$ cat config.mk
export PLATFORM = sky130hd
export DESIGN_NAME = relu_maxpool_stream
export DESIGN_NICKNAME = d
export VERILOG_FILES = /design/src/rtl/cnn_fp16_pkg.sv /design/src/rtl/pool_line_buffer.sv /design/src/rtl/relu_maxpool_stream.sv
export SDC_FILE = /design/constraint.sdc
export NUM_CORES = 1
export LEC_CHECK = 0
export CAP_MARGIN = 25
export CORE_UTILIZATION = 55
export CTS_CLUSTER_DIAMETER = 40
export DETAILED_ROUTE_END_ITERATION = 16
export PLACE_DENSITY = 0.76
export SLEW_MARGIN = 10
export SYNTH_ARGS = -nofsm -noshare
export SYNTH_HDL_FRONTEND = slang
export SYNTH_SLANG_ARGS = --single-unit
$ cat constraint.sdc
create_clock -name clk -period 4 [get_ports clk]
set_clock_uncertainty 0.05 [all_clocks]
set_input_delay 0.4 -clock clk [delete_from_list [all_inputs] [get_ports clk]]
set_output_delay 0.4 -clock clk [all_outputs]
set_load 0.005 [all_outputs]
$ cat src/rtl/cnn_fp16_pkg.sv
// cnn_fp16_pkg: FP16 constants and element-wise helpers shared by the conv, pool and FC stages.
package cnn_fp16_pkg;
    localparam int DATA_WIDTH = 16;
    typedef logic [DATA_WIDTH-1:0] fp16_t;
    localparam fp16_t FP16_ZERO = 16'h0000;
    localparam fp16_t FP16_PINF = 16'h7C00;
    localparam fp16_t FP16_ONE  = 16'h3C00;

    // Clearing every sign-set pattern also folds -0 and negative NaNs to +0.
    function automatic fp16_t fp16_relu(input fp16_t x);
        return x[DATA_WIDTH-1] ? FP16_ZERO : x;
    endfunction

    // Non-negative halves order like unsigned ints; +NaN sorts above +Inf and so propagates.
    function automatic fp16_t fp16_max_nonneg(input fp16_t a, input fp16_t b);
        return (a > b) ? a : b;
    endfunction
endpackage

$ cat src/rtl/pool_line_buffer.sv
// pool_line_buffer: half-row store of horizontal pair maxima with one write port and async read.
module pool_line_buffer #(
    parameter int DATA_WIDTH = 16,
    parameter int DEPTH      = 14,
    localparam int AW        = (DEPTH > 1) ? $clog2(DEPTH) : 1
) (
    input  logic                  clk,
    input  logic                  we_i,
    input  logic [AW-1:0]         waddr_i,
    input  logic [DATA_WIDTH-1:0] wdata_i,
    input  logic [AW-1:0]         raddr_i,
    output logic [DATA_WIDTH-1:0] rdata_o
);
    logic [DATA_WIDTH-1:0] mem_q [DEPTH];

    always_ff @(posedge clk) begin
        if (we_i) mem_q[waddr_i] <= wdata_i;
    end

    assign rdata_o = mem_q[raddr_i];
endmodule

$ cat src/rtl/relu_maxpool_stream.sv
// relu_maxpool_stream: streaming FP16 ReLU followed by 2x2/stride-2 max-pool over a WxH map.
// Even rows park pair maxima in the line buffer; odd rows combine them and emit one pooled pixel.
module relu_maxpool_stream #(
    parameter int DATA_WIDTH = cnn_fp16_pkg::DATA_WIDTH,
    parameter int W          = 28,
    parameter int H          = 28
) (
    input  logic                  clk,
    input  logic                  reset,
    input  logic [DATA_WIDTH-1:0] in_data,
    input  logic                  in_valid,
    output logic                  in_ready,
    output logic [DATA_WIDTH-1:0] out_data,
    output logic                  out_valid,
    input  logic                  out_ready,
    output logic                  frame_done
);
    import cnn_fp16_pkg::*;

    localparam int CW   = $clog2(W);
    localparam int RW   = $clog2(H);
    localparam int HALF = W / 2;
    localparam int AW   = (HALF > 1) ? $clog2(HALF) : 1;

    if (W < 2 || (W % 2) != 0) begin : g_bad_w
        $error("relu_maxpool_stream: W must be even and >= 2");
    end
    if (H < 2 || (H % 2) != 0) begin : g_bad_h
        $error("relu_maxpool_stream: H must be even and >= 2");
    end
    if (DATA_WIDTH != cnn_fp16_pkg::DATA_WIDTH) begin : g_bad_dw
        $error("relu_maxpool_stream: DATA_WIDTH must match FP16");
    end

    logic [CW-1:0]         col_q, col_d;
    logic [RW-1:0]         row_q, row_d;
    logic [DATA_WIDTH-1:0] pair_q, pair_d;
    logic [DATA_WIDTH-1:0] out_data_q, out_data_d;
    logic                  out_valid_q, out_valid_d;
    logic                  frame_done_q, frame_done_d;

    logic                  acc, last_col, last_row, lb_we, emit;
    logic [AW-1:0]         lb_idx;
    logic [DATA_WIDTH-1:0] relu_px, pair_max, lb_rdata;

    pool_line_buffer #(
        .DATA_WIDTH (DATA_WIDTH),
        .DEPTH      (HALF)
    ) u_line_buf (
        .clk     (clk),
        .we_i    (lb_we),
        .waddr_i (lb_idx),
        .wdata_i (pair_max),
        .raddr_i (lb_idx),
        .rdata_o (lb_rdata)
    );

    always_comb begin
        in_ready     = !out_valid_q || out_ready;
        acc          = in_valid && in_ready;
        last_col     = col_q == CW'(W - 1);
        last_row     = row_q == RW'(H - 1);
        lb_idx       = AW'(col_q >> 1);
        relu_px      = fp16_relu(in_data);
        pair_max     = fp16_max_nonneg(pair_q, relu_px);
        lb_we        = acc && col_q[0] && !row_q[0];
        emit         = acc && col_q[0] && row_q[0];
        col_d        = acc ? (last_col ? '0 : col_q + 1'b1) : col_q;
        row_d        = (acc && last_col) ? (last_row ? '0 : row_q + 1'b1) : row_q;
        pair_d       = (acc && !col_q[0]) ? relu_px : pair_q;
        out_data_d   = emit ? fp16_max_nonneg(lb_rdata, pair_max) : out_data_q;
        out_valid_d  = emit ? 1'b1 : (out_ready ? 1'b0 : out_valid_q);
        frame_done_d = emit ? (last_row && last_col) : (out_ready ? 1'b0 : frame_done_q);
    end

    always_ff @(posedge clk or negedge reset) begin
        if (!reset) begin
            col_q        <= '0;
            row_q        <= '0;
            pair_q       <= '0;
            out_data_q   <= '0;
            out_valid_q  <= 1'b0;
            frame_done_q <= 1'b0;
        end else begin
            col_q        <= col_d;
            row_q        <= row_d;
            pair_q       <= pair_d;
            out_data_q   <= out_data_d;
            out_valid_q  <= out_valid_d;
            frame_done_q <= frame_done_d;
        end
    end

    assign out_data   = out_data_q;
    assign out_valid  = out_valid_q;
    assign frame_done = frame_done_q;
endmodule

# Yosys cells after proc, flatten, opt, wreduce, memory -nomap -nowiden
# Memories as Yosys holds them, arrays and structs flattened.
# Cells that the tools add are included.
[totals]
regBits = 44
latchBits = 0
ramBits = 224
romBits = 0
inputBits = 20
output_inout_bits = 19
word_cells = 35
memories = 1
[mem_list]
columns = ["name", "depth", "width", "rd", "rd_clocked_by_memory_dff", "wr", "line", "source"]
rows = [
  ["u_line_buf.mem_q", 14, 16, 1, 0, 1, "pool_line_buffer.sv:14", "logic [DATA_WIDTH-1:0] mem_q [DEPTH];"],
]
[classes]
add_sub_neg = 2
n_mul = 0
div_mod_pow = 0
n_lt_le_gt_ge = 2
eq_ne = 2
n_shift = 0
n_mux = 10
n_bitwise = 0
n_reduce_logical = 12
[ops]
columns = ["op", "n"]
rows = [
  ["$mux 16", 2],
  ["$gt 16x15->1", 1],
  ["$gt 16x16->1", 1],
  ["$mux 15", 1],
  ["$add 5x1->5 const B", 2],
  ["$eq 5x5->1 const B", 2],
  ["$mux 5", 2],
  ["$logic_and 1x1->1", 7],
  ["$mux 1", 5],
  ["$logic_not 1->1", 3],
  ["$reduce_bool 2->1", 1],
  ["$logic_or 1x1->1", 1],
]

# Depth between registers and ports, before layout
[depth]
ltp_word = 7
ltp_mapped = 18

# Hierarchy
# A second synthesis with hierarchy kept.
[unflattened]
cells_unflattened = 683
area_unflattened_um2 = 11546.1
[modules_own_cells]
columns = ["mod", "n_inst", "cells_each", "area_each_um2", "seq_area_each_um2"]
rows = [
  ["pool_line_buffer", 1, 379, 8600.7, 6726.5],
  ["relu_maxpool_stream", 1, 304, 2945.3, 1076.0],
]

# Worst setup path after synthesis
# No wires, ideal clock.
[synth_path]
path_type = "input to register"
start = "input port in_data[15]"
end = "register out_data_q[10] (netlist: out_data[10])"
setup_time_ns = 0.126
t_arrival_ns = 4.495
t_required_ns = 3.824
path_slack_ns = -0.671
path_stages = 18
path_buffers = 3
cell_sequence = "clkbuf_1 nand2b_1 ha_1 nor2b_1 o211ai_1 a2111o_1 a31oi_4 buf_6 mux2i_1 inv_1 ha_1 nand3_1 or3_1 a21o_1 a31oi_1 nor2_1 clkbuf_1 a221o_1"
[synth_between]
elab_chain_len = 5
[synth_lines]
columns = ["element", "line", "source"]
rows = [
  ["from (decl)", "relu_maxpool_stream.sv:10", "input logic [DATA_WIDTH-1:0] in_data,"],
  ["$mux 15 *", "cnn_fp16_pkg.sv:11", "return x[DATA_WIDTH-1] ? FP16_ZERO : x;"],
  ["$gt 16x15->1", "cnn_fp16_pkg.sv:16", "return (a > b) ? a : b;"],
  ["$mux 16 *", "cnn_fp16_pkg.sv:16", ""],
  ["named net pair_max[14]", "relu_maxpool_stream.sv:44", "logic [DATA_WIDTH-1:0] relu_px, pair_max, lb_rdata;"],
  ["$gt 16x16->1 *", "cnn_fp16_pkg.sv:16", ""],
  ["$mux 16 *", "cnn_fp16_pkg.sv:16", ""],
  ["to (signal assigned)", "relu_maxpool_stream.sv:88", "out_data_q <= out_data_d;"],
  ["to (decl)", "relu_maxpool_stream.sv:38", "logic [DATA_WIDTH-1:0] out_data_q, out_data_d;"],
]
# Mark *: on every way through the listed nets, which the timed path passes. The rest lies on a longest branch.
# A chain may end at the register's enable or synchronous reset.

# Worst setup path after layout
[layout_path]
start = "register pair_q[1]"
end = "register out_data_q[7] (netlist: out_data[7])"
[layout_between]
elab_chain_len = 4
[layout_lines]
columns = ["element", "line", "source"]
rows = [
  ["from (decl)", "relu_maxpool_stream.sv:37", "logic [DATA_WIDTH-1:0] pair_q, pair_d;"],
  ["from (signal assigned)", "relu_maxpool_stream.sv:87", "pair_q <= pair_d;"],
  ["$gt 16x15->1", "cnn_fp16_pkg.sv:16", ""],
  ["$mux 16", "cnn_fp16_pkg.sv:16", ""],
  ["named net pair_max[5]", "relu_maxpool_stream.sv:44", ""],
  ["$gt 16x16->1", "cnn_fp16_pkg.sv:16", ""],
  ["$mux 16", "cnn_fp16_pkg.sv:16", ""],
]
# The timed path passes the listed nets, and every way through them passes these cells.

==> flow_summary.json <==
{
  "syn_area_per_cell_um2": 16.1,
  "clk_pin_slew_ns": 0.07,
  "hold_slack_ns": 0.184,
  "cts_max_level": 1,
  "cp.arrival_ns": 4.61,
  "drive_gt1_frac": 0.295,
  "grt-ovfl-total": 0,
  "finish.utilization": 0.697,
  "cts_root_buf": "clkbuf_16",
  "drcViolationCount": 0,
  "crit_required_ns": 4.42,
  "cp-end-kind": "flop",
  "dp_hpwl_um": 16500,
  "drv_cap": 0,
  "setup_ws_ns": -0.182,
  "finalWirelength_um": 26700,
  "via_count": 6736,
  "fin_crit_sh": 1.05,
  "worst_pin_slew_ns": 0.700,
  "async_reset_ff_frac": 0.167,
  "synth_edf_count": 210,
  "relSlewSlack": 0.531,
  "grt.total_usage": 0.265,
  "postRouteAntennaNets": 0,
  "violations": "setup timing",
  "areaGrowthSynthToFinish_pct": 24.2,
  "final-hold-violation-count": 0,
  "insertion_delay_ns": 0.54,
  "ir_worst_vdd_mv": 0.362,
  "rows": 51,
  "core_area_um2": 19500,
  "synthCells": 680,
  "p_leak_uw": 0.00495,
  "die_w_um": 143,
  "place.port_buffers": 37,
  "drtPass1Iterations": 5,
  "antenna_found_initial": 0,
  "critical_path.max_fanout": 8,
  "place.gp.congestion": 0.930,
  "min_path_type": "in2async",
  "rsz0062_at_grt": "yes",
  "fmax_mhz": 239,
  "synth_cell_types": 50,
  "drtIter0Drc": 605,
  "synth_area_um2": 11000,
  "clock_path_buffers": 3,
  "die_h_um": 143,
  "io_pins": 39,
  "syn_nets": 732,
  "antenna_cells": 0,
  "synth-seq-cells": 252,
  "finalSetupViolations": 15,
  "numClockSinks": 252,
  "grt_max_degree": 43,
  "slew_violations": 0,
  "powerDensity_nw_per_um2": 689,
  "worstSetupStartpointType": "flop",
  "grt_pass1_wl_um": 39100,
  "cts_buffers": 29,
  "status": "finished with violations",
  "ys_seq_area_frac": 0.671,
  "start_util": 0.561,
  "timing.final.crit_period_ns": 4.18,
  "yosys_most_used_dff": "edfxtp_1",
  "r2r_slack_ns": -0.18,
  "nets": 859,
  "grt_pass1_vias": 6739,
  "crit_type": "reg2reg",
  "die-area_um2": 20500,
  "vias_per_cell": 6.16,
  "tritoncts": "built",
  "yosysWarnings": 0,
  "wire_per_inst_um": 24.4
}
-- metal layers --
metal,GRT usage,share of wire
met5,0,0
met4,0.0775,0.022
met3,0.0366,0.090
met2,0.436,0.49
met1,0.370,0.40
-- cell usage after synthesis (7+ instances only) --
library cell	count	area share
nand2_1	43	0.015
inv_1	33	0.011
clkbuf_1	18	0.0062
ha_1	32	0.037
and2_1	7	0.0040
mux4_2	40	0.082
mux2i_1	35	0.032
nand2b_1	20	0.011
o21ai_1	11	0.0050
edfxtp_1	210	0.58
dfrtp_1	42	0.096
mux2_2	11	0.011
o21ai_0	28	0.013
nor2_1	24	0.0082
nor2b_1	17	0.0097
nand4_1	9	0.0051
a21oi_1	13	0.0059
a221o_1	15	0.014
-- final timing paths --
path / depth (start not counted) / start / to
min in group clk: 4 / in_data[1] / pair_q[1]
worst min register to register: 2 / row_q[4] / row_q[4]
max in group asynchronous: 3 / reset / pair_q[1]
worst max-delay path: 17 / pair_q[1] / out_data[7]
worst max register to register: 17 / pair_q[1] / out_data[7]
worst min-delay path: 2 / reset / row_q[3]
-- report_power, final --
| part | leakage (uW) | switching (uW) | internal (uW) | total (uW) |
|---|---|---|---|---|
| Combinational | 0.00201 | 1750 | 1640 | 3390 |
| Clock | 0.000459 | 1070 | 1480 | 2550 |
| Sequential | 0.00248 | 243 | 3200 | 3440 |
-- logic make-up after synthesis --
logic type      after synthesis  share of synthesized area
flops                       252                      0.671
simple gates                143                     0.0668
mux                          93                      0.139
compound gates               92                     0.0568
buf+inv                      67                     0.0289
fa+ha+maj                    32                     0.0365
other cells                   1                   0.000342
-- stage by stage --
step | worst slack [ns] | instance area (um2) | setup TNS, ns | power (uW) | instances
finish | -0.182 | 13600 | -1.76 | 9380 | 1093
global route | -0.248 | 13600 | -3.02 | 9730 | 1093
CTS | -0.0604 | 13400 | -0.188 | 9140 | 1088
detailed placement | -0.738 | 12300 | -10.33 | 6470 | 1029
global placement | -0.541 | 12300 | -8.07 | 6340 | 1029
floorplan | -0.371 | 11200 | -5.01 | 5390 | 680
-- worst max-delay path: stages (launching register included) --
cell and delay [ns]:
dfrtp_2 0.44, ha_4 0.27, nor2b_1 0.12, o211ai_1 0.09, a2111o_1 0.45, a31oi_4 0.22, buf_12 0.20, mux2i_4 0.30
inv_2 0.07, ha_4 0.28, nand4_1 0.11, or3_4 0.43, a21o_4 0.22, buf_6 0.11, a311o_1 0.30, buf_6 0.16
nor2b_4 0.13, a221o_1 0.14
-- placed cells by master (no fill, tap or decap), drive strengths merged, types with 6 or more instances in the layout --
master	n
a21oi	13
edfxtp	210
nand2b	20
nand4	9
o21ai	39
a21o	6
ha	32
nand2	43
a221o	15
clkbuf	36
mux2i	35
inv	42
dfrtp	42
mux4	45
nor2	24
mux2	13
and2	7
clkdlybuf4s50	34
nor2b	17
buf	92
-- layout make-up --
class,count,area (um2)
tap,265,332
multi-input combinational,362,3700
clock buffer,36,783
timing repair buffer,129,1160
fill,1204,5910
sequential,252,7360
clock inverter,16,150
inverter,33,124
-- sequential cells by signal (all words and copies together) (netlist names) --
signal            cells
col_q                 5
out_valid             1
pair_q               15
out_data             15
u_line_buf.mem_q    210
row_q                 5
frame_done            1
-- what timing repair did --
| action | 4_1_cts | 5_1_grt |
|---|---|---|
| hold buffers | 1 | 0 |
| pin swaps | 9 | 6 |
| setup endpoints to repair | 15 | 15 |
| buffers inserted | 5 | 3 |
| resized for setup | 21 | 23 |
| cloned | 1 | 0 |
| endpoints found under the hold margin | 32 | 0 |
(Power assumes the default switching activity.)
